## config.mk

```make
export PLATFORM = sky130hd
export DESIGN_NAME = pc_gen
export DESIGN_NICKNAME = d
export VERILOG_FILES = /design/src/rtl/pc_gen.sv
export SDC_FILE = /design/constraint.sdc
export NUM_CORES = 1
export LEC_CHECK = 0
export CELL_PAD_IN_SITES_DETAIL_PLACEMENT = 0
export CELL_PAD_IN_SITES_GLOBAL_PLACEMENT = 2
export CORE_MARGIN = 4
export CORE_UTILIZATION = 29
export DETAILED_ROUTE_END_ITERATION = 12
export GPL_TIMING_DRIVEN = 0
export PLACE_DENSITY = 0.95
export SKIP_LAST_GASP = 1
export SLEW_MARGIN = 20
export SYNTH_ARGS = -nofsm -noshare
export SYNTH_HDL_FRONTEND = slang
export SYNTH_SLANG_ARGS = --single-unit
export TNS_END_PERCENT = 5
```

## constraint.sdc

```tcl
create_clock -name clk -period 6.44 [get_ports clk]
set_input_delay 1.288 -clock clk [delete_from_list [all_inputs] [get_ports clk]]
set_output_delay 1.288 -clock clk [all_outputs]
set_load 0.02 [all_outputs]
```

## src/rtl/pc_gen.sv

```systemverilog
// Fetch-PC generator: picks the next PC from exception vector, ERET, branch, jump or PC+4,
// keeps the EPC and buffers one redirect that arrives while fetch is stalled.
module pc_gen #(
  parameter int                 WIDTH    = 32,
  parameter logic [WIDTH-1:0]   RESET_PC = 32'h0000_3000,
  parameter logic [WIDTH-1:0]   EXC_VEC  = 32'h0000_4180
) (
  input  logic             clk,
  input  logic             reset,
  input  logic             en,
  input  logic             br_taken,
  input  logic [WIDTH-1:0] br_target,
  input  logic             jump,
  input  logic [WIDTH-1:0] jump_target,
  input  logic             exc_req,
  input  logic [WIDTH-1:0] exc_epc,
  input  logic             eret,
  output logic [WIDTH-1:0] pc,
  output logic [WIDTH-1:0] pc_plus4,
  output logic [WIDTH-1:0] epc,
  output logic             pending,
  output logic             adel
);

  localparam logic [0:0] ST_RUN  = 1'b0;
  localparam logic [0:0] ST_PEND = 1'b1;

  logic [WIDTH-1:0] pc_q, pc_d;
  logic [WIDTH-1:0] epc_q, epc_d;
  logic [WIDTH-1:0] pend_target_q, pend_target_d;
  logic [0:0]       state_q, state_d;

  logic             redir;
  logic [WIDTH-1:0] redir_target;

  assign redir        = br_taken | jump;
  assign redir_target = br_taken ? br_target : jump_target;

  assign pc_plus4 = pc_q + WIDTH'(4);
  assign pc       = pc_q;
  assign epc      = epc_q;
  assign pending  = (state_q == ST_PEND);
  assign adel     = (pc_q[1:0] != 2'b00);

  always_comb begin
    pc_d          = pc_q;
    epc_d         = epc_q;
    pend_target_d = pend_target_q;
    state_d       = state_q;
    if (exc_req) begin
      pc_d    = EXC_VEC;
      epc_d   = exc_epc;
      state_d = ST_RUN;
    end else if (eret) begin
      pc_d    = epc_q;
      state_d = ST_RUN;
    end else if (state_q == ST_PEND) begin
      // Redirects seen while releasing the buffered one are on the wrong path.
      if (en) begin
        pc_d    = pend_target_q;
        state_d = ST_RUN;
      end else if (redir) begin
        pend_target_d = redir_target;
      end
    end else if (en) begin
      pc_d = redir ? redir_target : pc_plus4;
    end else if (redir) begin
      pend_target_d = redir_target;
      state_d       = ST_PEND;
    end
  end

  always_ff @(posedge clk or negedge reset) begin
    if (!reset) begin
      pc_q          <= RESET_PC;
      epc_q         <= '0;
      pend_target_q <= '0;
      state_q       <= ST_RUN;
    end else begin
      pc_q          <= pc_d;
      epc_q         <= epc_d;
      pend_target_q <= pend_target_d;
      state_q       <= state_d;
    end
  end

endmodule
```

==> impl_metrics.toml, run 1 <==
[clock_tree]
cts_setup_buffers = 0
numCtsBuffers = 9
clockBufferDepth = 2
cts-root-buf = "clkbuf_16"
clk_pin_slew_worst_paths_ps = 80
post_cts_resized = 0
cts_sinks = 97
worstSkewPairLatency_ps = 360
hold_buffers = 0
tritoncts = "done"
htreeDepth = 3

[cells_and_area]
drive_gt1_frac = 0.0776
nNetsFinal = 975
antenna_cells = 0
final_cell_count_no_fill = 1146
syn_to_final_growth_pct = 44.6

[worst_setup_path]
path_buf_inv = 2
arrival_ps = 3600
critPathKind = "reg2out"
crit_path_end_kind = "primary output"
critPathRequiredTime_ps = 5150
path_delay_family = "simple AND/OR/NAND/NOR gates"
worst_path_largest_cell_delay_ps = 630
startpoint_type = "flop"
crit_path_cell_trace = "ha_1 > clkbuf_1 > nand4_1 > nor4_1 > nor3b_1 > xor2_1 > clkdlybuf4s50_1"
cp_max_fo = 9
slowest_stage = "clkdlybuf4s50_1"

[synthesis]
ys.flop_type = "dfrtp_1"
ys_seq_area_frac = 0.408
syn_inst = 662
syn-num-nets = 766
avgSynthCellArea_sq_um = 9.00
ys_seq_elements = 97
synth_cell_types = 63
synthArstFlopShare = 1.00
synth_area_sq_um = 5960
synth_edf_count = 0
ys_warn_count = 0

[route]
via_per_inst = 5.38
wl_mm = 24.9
antenna_left = 0
vias = 6166
drtPass1Iterations = 5
drcViolationCount = 0
first_iter_violations = 512
drt-wirelength-per-cell_microns = 21.7

[grt]
grt_pass1_wl_mm = 37.0
grt_pass1_vias = 6154
gr-max-usage-layer = "met2"
grt_use_met2 = 0.342
antenna_found_initial = 0
grtUsageTotal = 0.215
grt_overflow = 0
met1_usage = 0.293
grt_use_met3 = 0.0482
grt_max_degree = 56

[power_and_ir_drop]
peakVddDrop_uv = 132
power.switching_mw = 0.643
swShare = 0.331
p_clk_frac = 0.311
totalPowerFinal_mw = 1.94
p_leak_nw = 3.42
p_int_mw = 1.30
power.density_nw_per_um2 = 225
p_seq_frac = 0.396
combPwrFrac = 0.292

[die]
core_area_sq_um = 20200
boundaryPins = 201
die_w_microns = 151
die_area_sq_um = 22900
row_count = 52
dieHeight_microns = 151
start_util = 0.295

[placed_design]
pre_cts_slack_ps = 1980
gp_congestion = 0.903
dp.cells = 1130
port_buffers = 197
dp_hpwl_mm = 19.3

[timing]
hold_viol = 0
fin_setup_tns_ps = 0
min_period_ps = 4880
finalWorstSetupSlack_ps = 1560
rsz0062_at_grt = "no"
setup_viol = 0
fmax_ghz = 0.205
fin_crit_sh = 0.758
relSlewSlack = 0.443
timing.final.max_slew_violations = 0
hold_slack_ps = 474
fin_worst_skew_ps = 7.45
worstMarginPinSlew_ps = 835

[min_path]
hp-class = "reg2reg"

[job]
cap_violations = 0

[run_status]
outcome = "complete, no violations"
stage by stage:
stage           util  area, sq um
3_5_place_dp   0.410         8300
6_report       0.426         8620
5_1_grt        0.426         8620
4_1_cts        0.426         8620
3_3_place_gp   0.409         8270
2_1_floorplan      -         5960
cell families (layout without fill, tap and decap cells):
logic type,count (synthesis),after routing,synth area share
buf+inv,66,280,0.0441
fa+ha+maj,1,1,0.00210
xor+xnor,28,28,0.0424
flops,97,97,0.408
compound gates,201,201,0.219
mux,65,65,0.115
simple gates,204,204,0.170
layout make-up:
cell class	instances	area (sq um)
sequential	97	2430
inverter	14	52.6
buffer	52	210
clock inverter	6	92.6
fill	2045	11600
multi-input combinational	499	3270
tap	270	338
clock buffer	10	229
timing repair buffer	198	2000
cell usage in the layout, fill, tap and decap left out, drive strengths merged, types with 6 or more instances in the layout:
master,count
nand3,17
nand2,90
nor4,10
nor3,13
inv,12
a221oi,23
o211ai,9
a211oi,10
mux2i,36
nand4,6
mux2,29
nor2,36
buf,18
a21oi,18
dfrtp,95
clkbuf,46
o21ai,83
clkdlybuf4s50,196
o22ai,13
xnor2,19
xor2,9
sequential cells by signal, indices dropped and copies added (netlist names):
name,count
epc,32
pc,32
pend_target_q,32
pending,1
per-layer routing:
| layer | vias to the layer above | wire length [microns] |
|---|---|---|
| met5 | - | 0 |
| met4 | 0 | 485 |
| met3 | 35 | 2040 |
| met2 | 286 | 11600 |
| met1 | 2981 | 10800 |
| li1 | 2864 | - |
cells in the mapped netlist (all sizes together) (12+ instances only):
library cell  count  area, sq um
o22ai            13         81.3
o21ai            83          415
mux2             29          327
xnor2            19          174
nand2            90          338
clkbuf           36          136
buf              16         73.8
nand3            17         95.1
nor2             36          135
inv              12         45.0
nor3             13         70.1
a221oi           23          201
mux2i            36          360
dfrtp            95         2380
a21oi            18         90.1
tightest hold or removal path, stage by stage, from the launching register on:
cell and delay, ps:
dfrtp_1 340, nand2_1 50, o21ai_0 60
power by group through the flow:
stage	clock [mW]	sequential, mW	combinational (mW)
3_5_place_dp	0	0.781	0.567
2_1_floorplan	0	0.809	0.227
3_3_place_gp	0	0.778	0.559
4_1_cts	0.614	0.769	0.569
5_1_grt	0.641	0.781	0.609
6_report	0.605	0.770	0.568
final timing paths:
check / start / end / slack [ps] / cells after the start
max: pc[2] / pc_plus4[20] / 1560 / 7
max in group asynchronous: reset / pend_target_q[27] / 4950 / 2
min in group asynchronous: reset / pc[21] / 850 / 1
min: pend_target_q[21] / pend_target_q[21] / 470 / 2
min reg2reg: pend_target_q[21] / pend_target_q[21] / 470 / 2
max reg2reg: pc[2] / pc[20] / 3690 / 7
Power figures use the tool's default switching activity.
==> run 2, diff against run 1 <==
Settings changed: CORE_UTILIZATION 29 to 27, PLACE_DENSITY 0.95 to 0.89.
Clock period 6.44 ns to 5.1 ns, I/O delays scaled along.
==> impl_metrics.toml, run 2 (synthesis results as in run 1) <==
[route]
drtPass1Iterations = 5
drt-wirelength-per-cell_microns = 22.1
vias = 6195
via_per_inst = 5.35
antenna_left = 0
first_iter_violations = 499
drcViolationCount = 0
wl_mm = 25.5

[clock_tree]
tritoncts = "done"
cts-root-buf = "clkbuf_16"
clockBufferDepth = 2
worstSkewPairLatency_ps = 360
numCtsBuffers = 9
clk_pin_slew_worst_paths_ps = 70
post_cts_resized = 0
cts_setup_buffers = 0
hold_buffers = 0
htreeDepth = 3
cts_sinks = 97

[worst_setup_path]
reg2reg_depth = 7
crit_path_cell_trace = "ha_1 > clkbuf_1 > nand4_1 > nor4_1 > nor3b_1 > xor2_1 > clkdlybuf4s50_1"
path_depth = 7
crit_path_end_kind = "primary output"
r2r_start = "pc[2]"
critPathKind = "reg2out"
slowest_stage = "clkdlybuf4s50_1"
cp_max_fo = 9
path_delay_family = "simple AND/OR/NAND/NOR gates"
startpoint_type = "flop"
reg2reg_to = "pc[20]"
worst_path_largest_cell_delay_ps = 630
r2r_slack_ps = 2370
path_buf_inv = 2
arrival_ps = 3560
critPathRequiredTime_ps = 4080

[timing]
relSlewSlack = 0.418
setup_viol = 0
worstMarginPinSlew_ps = 866
fmax_ghz = 0.218
rsz0062_at_grt = "no"
hold_viol = 0
fin_crit_sh = 0.898
fin_worst_skew_ps = 7.03
hold_slack_ps = 476
timing.final.max_slew_violations = 0
min_period_ps = 4580

[min_path]
hp-start = "pend_target_q[3]"
hold_depth = 2
hp-class = "reg2reg"
hold_end = "pend_target_q[3]"

[power_and_ir_drop]
power.switching_mw = 0.804
p_clk_frac = 0.335
swShare = 0.316
p_leak_nw = 3.45
p_seq_frac = 0.383
peakVddDrop_uv = 142
combPwrFrac = 0.281
p_int_mw = 1.74
power.density_nw_per_um2 = 293

[job]
cap_violations = 0

[die]
dieHeight_microns = 157
start_util = 0.274
row_count = 54
die_area_sq_um = 24500
boundaryPins = 201
core_area_sq_um = 21800
die_w_microns = 157

[cells_and_area]
mostFrequentLayoutCell = "clkdlybuf4s50_1"
syn_to_final_growth_pct = 45.5
nNetsFinal = 975
final_cell_count_no_fill = 1157
drive_gt1_frac = 0.0776
final_cell_mix = "clkdlybuf4s50_1, dfrtp_1, nand2_1"
finish.utilization = 0.399

[placed_design]
port_buffers = 197
dp.cells = 1140
dp_hpwl_mm = 19.9
gp_congestion = 0.893

[grt]
grt_overflow = 0
grt_pass1_vias = 6182
grt_pass1_wl_mm = 38.0
grt_max_degree = 60
antenna_found_initial = 2
grtUsageTotal = 0.204

[run_status]
outcome = "complete, no violations"
-- run 2: cell types whose count changed in the layout (fill, tap and decap cells not counted), sizes merged --
| cell | before | now |
|---|---|---|
| diode | 0 | 1 |
| bufinv | 2 | 4 |
| clkinvlp | 2 | 0 |
-- run 2: per-layer routing --
metal,part of all wire,global-route usage,up-vias
met5,0.00027,0,-
li1,-,-,2866
met4,0.021,0.0554,2
met2,0.45,0.317,266
met3,0.086,0.0548,30
met1,0.44,0.281,3031
-- run 2: stage by stage --
step           total power [mW]  cell area, sq um  TNS (ps)  setup WS (ps)
4_1_cts                    2.55              8670         0            548
2_1_floorplan              1.31              5960         0           1920
6_report                   2.54              8670         0            520
5_1_grt                    2.64              8670         0            335
3_3_place_gp               1.69              8280   -106860          -1130
3_5_place_dp               1.70              8310         0            953
-- run 2: worst max-delay path by stage --
stage	from	end	slack, ps
floorplan	pc[2]	pc_plus4[20]	1920
global placement	reset	epc[25]	-1130
detailed placement	pc[2]	pc_plus4[20]	950
CTS	pc[2]	pc_plus4[20]	550
global route	pc[2]	pc_plus4[20]	330
finish	pc[2]	pc_plus4[20]	520
-- run 2: layout make-up --
type                    count  area (sq um)
diodes                      1          2.50
plain buffers              52           210
clock buffers              10           229
clock inverters             6           130
fillers                  2246         13100
inverters                  14          52.6
multi-input cells         499          3270
flip-flops and latches     97          2430
well taps                 280           350
repair buffers            198          2000
-- run 2: worst register-to-register path, stage by stage, from the launching register on --
cell and delay (ps):
dfrtp_1 580, ha_1 210, clkbuf_1 330, nand4_1 220, nor4_1 560, nor3b_1 470, nand4b_1 170, nand3_1 80
-- run 2: power groups by stage --
stage / registers (mW) / clock network, mW / logic (mW)
global route: 0.989 / 0.887 / 0.768
finish: 0.974 / 0.852 / 0.715
CTS: 0.974 / 0.858 / 0.717
floorplan: 1.02 / 0 / 0.287
global placement: 0.985 / 0 / 0.706
detailed placement: 0.989 / 0 / 0.715
